<file path="src/rtl/riscv_pkg.sv">
// Shared core definitions for the fetch stage: widths, reset defaults, the
// canonical NOP encoding and the fetch FSM state type.
package riscv_pkg;

    localparam int          XLEN             = 32;
    localparam int          ILEN             = 32;
    localparam logic [31:0] RESET_PC_DEFAULT = 32'h0000_0000;
    localparam logic [31:0] NOP_INSTR        = 32'h0000_0013;

    typedef enum logic [1:0] {
        S_BOOT,
        S_FETCH,
        S_FLUSH,
        S_HALT
    } fetch_state_t;

endpackage

</file>
<file path="src/rtl/fetch_fifo.sv">
// Small synchronous FIFO with push/pop/flush, used for both the request PC
// tag queue and the prefetched instruction buffer. DEPTH must be a power of two.
module fetch_fifo #(
    parameter int WIDTH = 32,
    parameter int DEPTH = 2
) (
    input  logic                     clk,
    input  logic                     rst,
    input  logic                     push,
    input  logic [WIDTH-1:0]         wdata,
    input  logic                     pop,
    input  logic                     flush,
    output logic [WIDTH-1:0]         rdata,
    output logic [$clog2(DEPTH):0]   count,
    output logic                     full,
    output logic                     empty
);
    localparam int AW = $clog2(DEPTH);
    localparam int CW = AW + 1;

    logic [WIDTH-1:0] mem [DEPTH];
    logic [AW-1:0]    wr_ptr;
    logic [AW-1:0]    rd_ptr;
    logic             do_push;
    logic             do_pop;

    // A push into a full FIFO is accepted only when the head leaves that same cycle.
    assign do_push = push && (!full || pop);
    assign do_pop  = pop && !empty;

    always_ff @(posedge clk) begin
        if (do_push && !flush) begin
            mem[wr_ptr] <= wdata;
        end
    end

    always_ff @(posedge clk) begin
        if (rst || flush) begin
            wr_ptr <= '0;
            rd_ptr <= '0;
            count  <= '0;
        end else begin
            if (do_push) begin
                wr_ptr <= wr_ptr + AW'(1);
            end
            if (do_pop) begin
                rd_ptr <= rd_ptr + AW'(1);
            end
            count <= count + CW'(do_push) - CW'(do_pop);
        end
    end

    assign rdata = mem[rd_ptr];
    assign full  = (count == CW'(DEPTH));
    assign empty = (count == '0);

endmodule

</file>
<file path="src/rtl/instr_fetch_unit.sv">
// Instruction fetch stage: owns the fetch PC, issues credit-limited word requests,
// buffers responses for decode and drops stale responses after a redirect.
// Optional misaligned-redirect trap enabled with `define FETCH_MISALIGN_TRAP_EN.
module instr_fetch_unit #(
    parameter int          XLEN       = 32,
    parameter logic [31:0] RESET_PC   = 32'h0000_0000,
    parameter int          FIFO_DEPTH = 2
) (
    input  logic            clk,
    input  logic            rst,
    output logic            imem_req_valid,
    input  logic            imem_req_ready,
    output logic [XLEN-1:0] imem_req_addr,
    input  logic            imem_rsp_valid,
    input  logic [31:0]     imem_rsp_data,
    input  logic            redirect_valid,
    input  logic [XLEN-1:0] redirect_pc,
    output logic            instr_valid,
    input  logic            instr_ready,
    output logic [31:0]     instr,
    output logic [XLEN-1:0] instr_pc
`ifdef FETCH_MISALIGN_TRAP_EN
    ,
    output logic            fetch_fault
`endif
);
    import riscv_pkg::*;

    localparam int CW = $clog2(FIFO_DEPTH) + 1;

    fetch_state_t        state;
    fetch_state_t        state_next;
    logic [XLEN-1:0]     fetch_pc;
    logic [CW-1:0]       inflight;
    logic [CW-1:0]       drop_cnt;
    logic [CW-1:0]       drop_next;
    logic [CW-1:0]       ififo_count;
    logic [CW:0]         credit_used;
    logic                req_fire;
    logic                redirect_eff;
    logic                misaligned;
    logic                trap_hit;
    logic                rsp_drop;
    logic                rsp_push;
    logic                pop_instr;
    logic                tag_full;
    logic                tag_empty;
    logic                ififo_full;
    logic                ififo_empty;
    logic [XLEN-1:0]     tag_pc;
    logic [ILEN+XLEN-1:0] head;

    assign redirect_eff = redirect_valid && (state == S_FETCH || state == S_FLUSH);
`ifdef FETCH_MISALIGN_TRAP_EN
    assign misaligned   = (redirect_pc[1:0] != 2'b00);
`else
    assign misaligned   = 1'b0;
`endif
    assign trap_hit     = redirect_eff && misaligned;

    assign req_fire     = imem_req_valid && imem_req_ready;
    assign rsp_drop     = imem_rsp_valid && (redirect_eff || drop_cnt != '0 || state == S_HALT);
    assign rsp_push     = imem_rsp_valid && !rsp_drop;
    assign pop_instr    = instr_valid && instr_ready;
    assign credit_used  = {1'b0, inflight} + {1'b0, ififo_count};
    assign imem_req_addr = fetch_pc;

    // Every accepted request owns one tag entry until its response returns,
    // so the tag queue occupancy is exactly the number of requests in flight.
    fetch_fifo #(.WIDTH(XLEN), .DEPTH(FIFO_DEPTH)) u_tag_queue (
        .clk   (clk),
        .rst   (rst),
        .push  (req_fire),
        .wdata (fetch_pc),
        .pop   (imem_rsp_valid),
        .flush (1'b0),
        .rdata (tag_pc),
        .count (inflight),
        .full  (tag_full),
        .empty (tag_empty)
    );

    fetch_fifo #(.WIDTH(ILEN + XLEN), .DEPTH(FIFO_DEPTH)) u_instr_fifo (
        .clk   (clk),
        .rst   (rst),
        .push  (rsp_push),
        .wdata ({imem_rsp_data, tag_pc}),
        .pop   (pop_instr),
        .flush (redirect_eff),
        .rdata (head),
        .count (ififo_count),
        .full  (ififo_full),
        .empty (ififo_empty)
    );

    always_comb begin
        drop_next = drop_cnt;
        if (redirect_eff) begin
            drop_next = inflight - CW'(imem_rsp_valid);
        end else if (imem_rsp_valid && drop_cnt != '0) begin
            drop_next = drop_cnt - CW'(1);
        end
    end

    always_ff @(posedge clk) begin
        if (rst) begin
            state    <= S_BOOT;
            drop_cnt <= '0;
            fetch_pc <= XLEN'(RESET_PC);
        end else begin
            state    <= state_next;
            drop_cnt <= drop_next;
            if (redirect_eff) begin
                fetch_pc <= redirect_pc & ~XLEN'(3);
            end else if (req_fire) begin
                fetch_pc <= fetch_pc + XLEN'(4);
            end
        end
    end

    always_comb begin
        state_next = state;
        case (state)
            S_BOOT: state_next = S_FETCH;
            S_FETCH, S_FLUSH: begin
                if (redirect_eff) begin
                    if (trap_hit) begin
                        state_next = S_HALT;
                    end else if (drop_next != '0) begin
                        state_next = S_FLUSH;
                    end else begin
                        state_next = S_FETCH;
                    end
                end else if (state == S_FLUSH && drop_next == '0) begin
                    state_next = S_FETCH;
                end
            end
            S_HALT:  state_next = S_HALT;
            default: state_next = S_BOOT;
        endcase
    end

    always_comb begin
        imem_req_valid = (state == S_FETCH) && !redirect_valid
                         && (credit_used < (CW+1)'(FIFO_DEPTH));
        instr_valid    = !ififo_empty && !redirect_eff && (state != S_HALT);
        instr          = NOP_INSTR;
        instr_pc       = '0;
        if (instr_valid) begin
            instr    = head[ILEN+XLEN-1:XLEN];
            instr_pc = head[XLEN-1:0];
        end
    end

`ifdef FETCH_MISALIGN_TRAP_EN
    always_ff @(posedge clk) begin
        if (rst) begin
            fetch_fault <= 1'b0;
        end else if (trap_hit) begin
            fetch_fault <= 1'b1;
        end
    end
`endif

    // The credit check should make these impossible with a well-behaved memory.
    assert property (@(posedge clk) disable iff (rst) rsp_push |-> !ififo_full);
    assert property (@(posedge clk) disable iff (rst) imem_rsp_valid |-> !tag_empty);
    assert property (@(posedge clk) disable iff (rst) req_fire |-> !tag_full);

endmodule

</file>
<file path="config.mk">
export PLATFORM = sky130hd
export DESIGN_NAME = instr_fetch_unit
export DESIGN_NICKNAME = d
export VERILOG_FILES = /design/src/rtl/riscv_pkg.sv /design/src/rtl/fetch_fifo.sv /design/src/rtl/instr_fetch_unit.sv
export SDC_FILE = /design/constraint.sdc
export NUM_CORES = 1
export LEC_CHECK = 0
export BUFFER_PORTS_ARGS = -buffer_cell sky130_fd_sc_hd__buf_2
export CAP_MARGIN = 25
export CELL_PAD_IN_SITES_DETAIL_PLACEMENT = 1
export CELL_PAD_IN_SITES_GLOBAL_PLACEMENT = 2
export CORE_UTILIZATION = 41
export DETAILED_ROUTE_END_ITERATION = 6
export GPL_TIMING_DRIVEN = 0
export HOLD_SLACK_MARGIN = 0.15
export PLACE_DENSITY_LB_ADDON = 0.3
export SKIP_CTS_REPAIR_TIMING = 1
export SLEW_MARGIN = 20
export SYNTH_ARGS = -nofsm -noshare
export SYNTH_HDL_FRONTEND = slang
export SYNTH_SLANG_ARGS = --single-unit
export TNS_END_PERCENT = 20
</file>
<file path="constraint.sdc">
create_clock -name clk -period 8 [get_ports clk]
set_clock_uncertainty 0.1 [all_clocks]
set_input_delay 0.8 -clock clk [delete_from_list [all_inputs] [get_ports clk]]
set_output_delay 0.8 -clock clk [all_outputs]
set_load 0.1 [all_outputs]
</file>
==> flow_metrics.py <==
metrics = {
    "power_and_ir_drop": {
        "seqPwrFrac": 0.338,
        "p_int_w": 0.00255,
        "p_clk_frac": 0.230,
        "vdd_drop_max_v": 0.000165,
        "p_leak_nw": 4.19,
        "swShare": 0.464,
        "comb_power_share": 0.432,
        "p_per_area_nw_per_um2": 422,
        "p_sw_w": 0.00221,
        "p_total_w": 0.00475,
    },
    "layout": {
        "nets": 918,
        "syn2layout_area_growth_pct": 22.5,
        "fin_area_sq_um": 11300,
        "drive_above_1_share": 0.291,
        "fin_cells": 1135,
        "diodes": 0,
    },
    "sta": {
        "fmax_ghz": 0.236,
        "finalHoldViolCount": 0,
        "final_max_slew_viol_count": 0,
        "grt_setup_unrepaired": "false",
        "setup_viol": 0,
        "post-route-period-util": 0.530,
        "tns_ns": 0,
        "final.min_clock_period_ns": 4.24,
        "fin_hold_ws_ns": 0.379,
        "worst_slew_pin_slew_ns": 0.935,
        "slew_headroom": 0.373,
    },
    "clock_network": {
        "cts_made_buffers": 24,
        "cts_tree": "done",
        "numClockSinks": 228,
        "insertion_delay_ns": 0.51,
        "htreeDepth": 1,
        "clk_transition_reported_paths_ns": 0.06,
        "clockBufferDepth": 3,
        "cts_root_buf": "clkbuf_16",
    },
    "synthesis": {
        "ys.warnings.count": 0,
        "synth_area_leader_cell": "edfxtp_1",
        "ys.flop_type": "edfxtp_1",
        "netlist.area_leader.share": 0.600,
        "syn_area_sq_um": 9200,
        "ys_top_cells_by_area": "edfxtp_1 60%, dfxtp_1 9.6%, mux2i_1 6.9%",
        "yosysSeqAreaShare": 0.696,
        "async_reset_ff_frac": 0,
        "synth-edff-count": 184,
        "ys_types": 41,
        "synthCells": 643,
        "post-synth-top-count-cell": "edfxtp_1",
        "ys_ff_latch": 228,
        "synth.avg_cell_area_sq_um": 14.3,
        "synth_common_cells": "184 x edfxtp_1, 81 x nor2_1, 63 x mux2i_1",
    },
    "floorplan": {
        "num_rows": 54,
        "io_pins": 168,
        "start_util": 0.420,
        "design.die.area_sq_um": 23000,
        "core_area_sq_um": 21900,
        "die_x_um": 152,
        "fp.dieH_um": 152,
    },
    "run": {
        "max_cap_violations": 0,
    },
    "place": {
        "dpl.hpwl_um": 15900,
        "numPortBuffers": 160,
        "place_area_sq_um": 10500,
        "place_congestion": 0.806,
        "placedCellCount": 1091,
    },
    "route": {
        "vias": 5786,
        "drtIter0Drc": 275,
        "ant_nets": 0,
        "wire_per_inst_um": 19.7,
        "drc": 0,
        "viasPerCell": 5.10,
        "firstDrtPassIters": 5,
        "wirelength_um": 22300,
    },
    "worst_setup_path": {
        "endpoint_kind": "primary output",
        "path_max_fanout": 10,
        "criticalPathCategory": "reg2out",
        "startpoint_type": "flop",
        "crit_arrival_ns": 3.34,
        "cp.required_ns": 7.10,
    },
    "grt": {
        "grt_pass1_vias": 6229,
        "grt_pass1_wl_um": 34900,
        "grt_max_degree": 39,
        "grt_util_all_layers": 0.192,
        "antenna_found_initial": 0,
        "overflow": 0,
    },
    "status": {
        "status": "completed",
    },
    "hold_path": {
        "worst_hold_path_type": "in2reg",
    },
}
## state kept, by name, summed over array words and instances, names as in the netlist, named ones only
| name | count |
|---|---|
| u_tag_queue.count | 2 |
| u_instr_fifo.count | 2 |
| state | 2 |
| u_instr_fifo.mem | 124 |
| u_tag_queue.wr_ptr | 1 |
| u_instr_fifo.wr_ptr | 1 |
| u_tag_queue.mem | 60 |
| u_instr_fifo.rd_ptr | 1 |
| u_tag_queue.rd_ptr | 1 |
| imem_req_addr | 30 |
| drop_cnt | 2 |
## layout make-up
type | instances | area (sq um)
Inverter | 11 | 42.5
Timing Repair Buffer | 165 | 903
Clock inverter | 15 | 126
Clock buffer | 29 | 661
Sequential cell | 228 | 6410
Fill cell | 2262 | 10600
Multi-Input combinational cell | 374 | 2640
Buffer | 33 | 143
Tap cell | 280 | 350
## cell usage in the layout, fill, tap and decap left out, types with 5 or more instances in the layout
master / instances
and4_1: 6
inv_1: 10
clkinv_2: 8
edfxtp_1: 184
clkbuf_1: 26
nand4_1: 11
o21ai_0: 21
ha_1: 10
clkbuf_16: 25
buf_2: 160
nand3_1: 18
buf_4: 5
a211oi_1: 10
xnor2_1: 13
and3_1: 8
nand2_1: 22
mux2i_1: 63
xor2_1: 24
nor2_1: 80
a21oi_1: 23
mux2_2: 30
dfxtp_1: 44
## worst paths after layout
path,from,endpoint,slack (ns),cells past startpoint
hold reg to reg,u_tag_queue.rd_ptr,u_tag_queue.rd_ptr,0.43,2
hold / removal,imem_rsp_data[31],u_instr_fifo.mem[1][63],0.38,1
setup / recovery,state[1],instr[27],3.76,8
setup reg to reg,u_instr_fifo.count[0],u_tag_queue.mem[0][13],4.52,9
## stage by stage
stage,setup WS [ns],util
after floorplan,3.69,-
after global placement,1.81,0.473
after detailed placement,4.15,0.479
after CTS,3.71,0.515
after global routing,3.54,0.515
final,3.76,0.515
## cell families (layout without fill, tap and decap cells)
group                      after synthesis  after routing  share of synthesized area
DFF                                    228            228                      0.696
and+or+nand+nor                        167            167                     0.0883
muxes                                   93             93                      0.105
AOI/OAI and AO/OA                       62             62                     0.0388
buffers and inverters                   44            253                     0.0201
xor gates and xnor gates                37             37                     0.0352
adders and majority gates               11             11                     0.0158
other                                    1              4                   0.000408
## power by group through the flow
stage | Sequential, W | Combinational, W | Clock, W
after global routing | 0.00162 | 0.00215 | 0.00116
final | 0.00160 | 0.00206 | 0.00109
after floorplan | 0.00176 | 0.00152 | 0
after CTS | 0.00161 | 0.00208 | 0.00112
after global placement | 0.00164 | 0.00200 | 0
after detailed placement | 0.00163 | 0.00207 | 0
## critical path, stage by stage, from the launching register on
cell and delay (ns):
dfxtp_1 0.39, inv_1 0.09, ha_1 0.36, a21oi_1 0.13, o21ai_1 0.52, clkbuf_1 0.49, buf_1 0.43, nor2_1 0.11
buf_2 0.31
## routing by layer
| layer | track usage | vias up | wire length [um] | part of all wire |
|---|---|---|---|---|
| li1 | - | 2747 | - | - |
| met1 | 0.248 | 2846 | 9770 | 0.44 |
| met2 | 0.334 | 161 | 11200 | 0.50 |
| met3 | 0.0339 | 32 | 981 | 0.044 |
| met4 | 0.0490 | 0 | 431 | 0.019 |
| met5 | 0 | - | 0 | 0 |
Note: power is estimated with default switching activity, not from simulation.
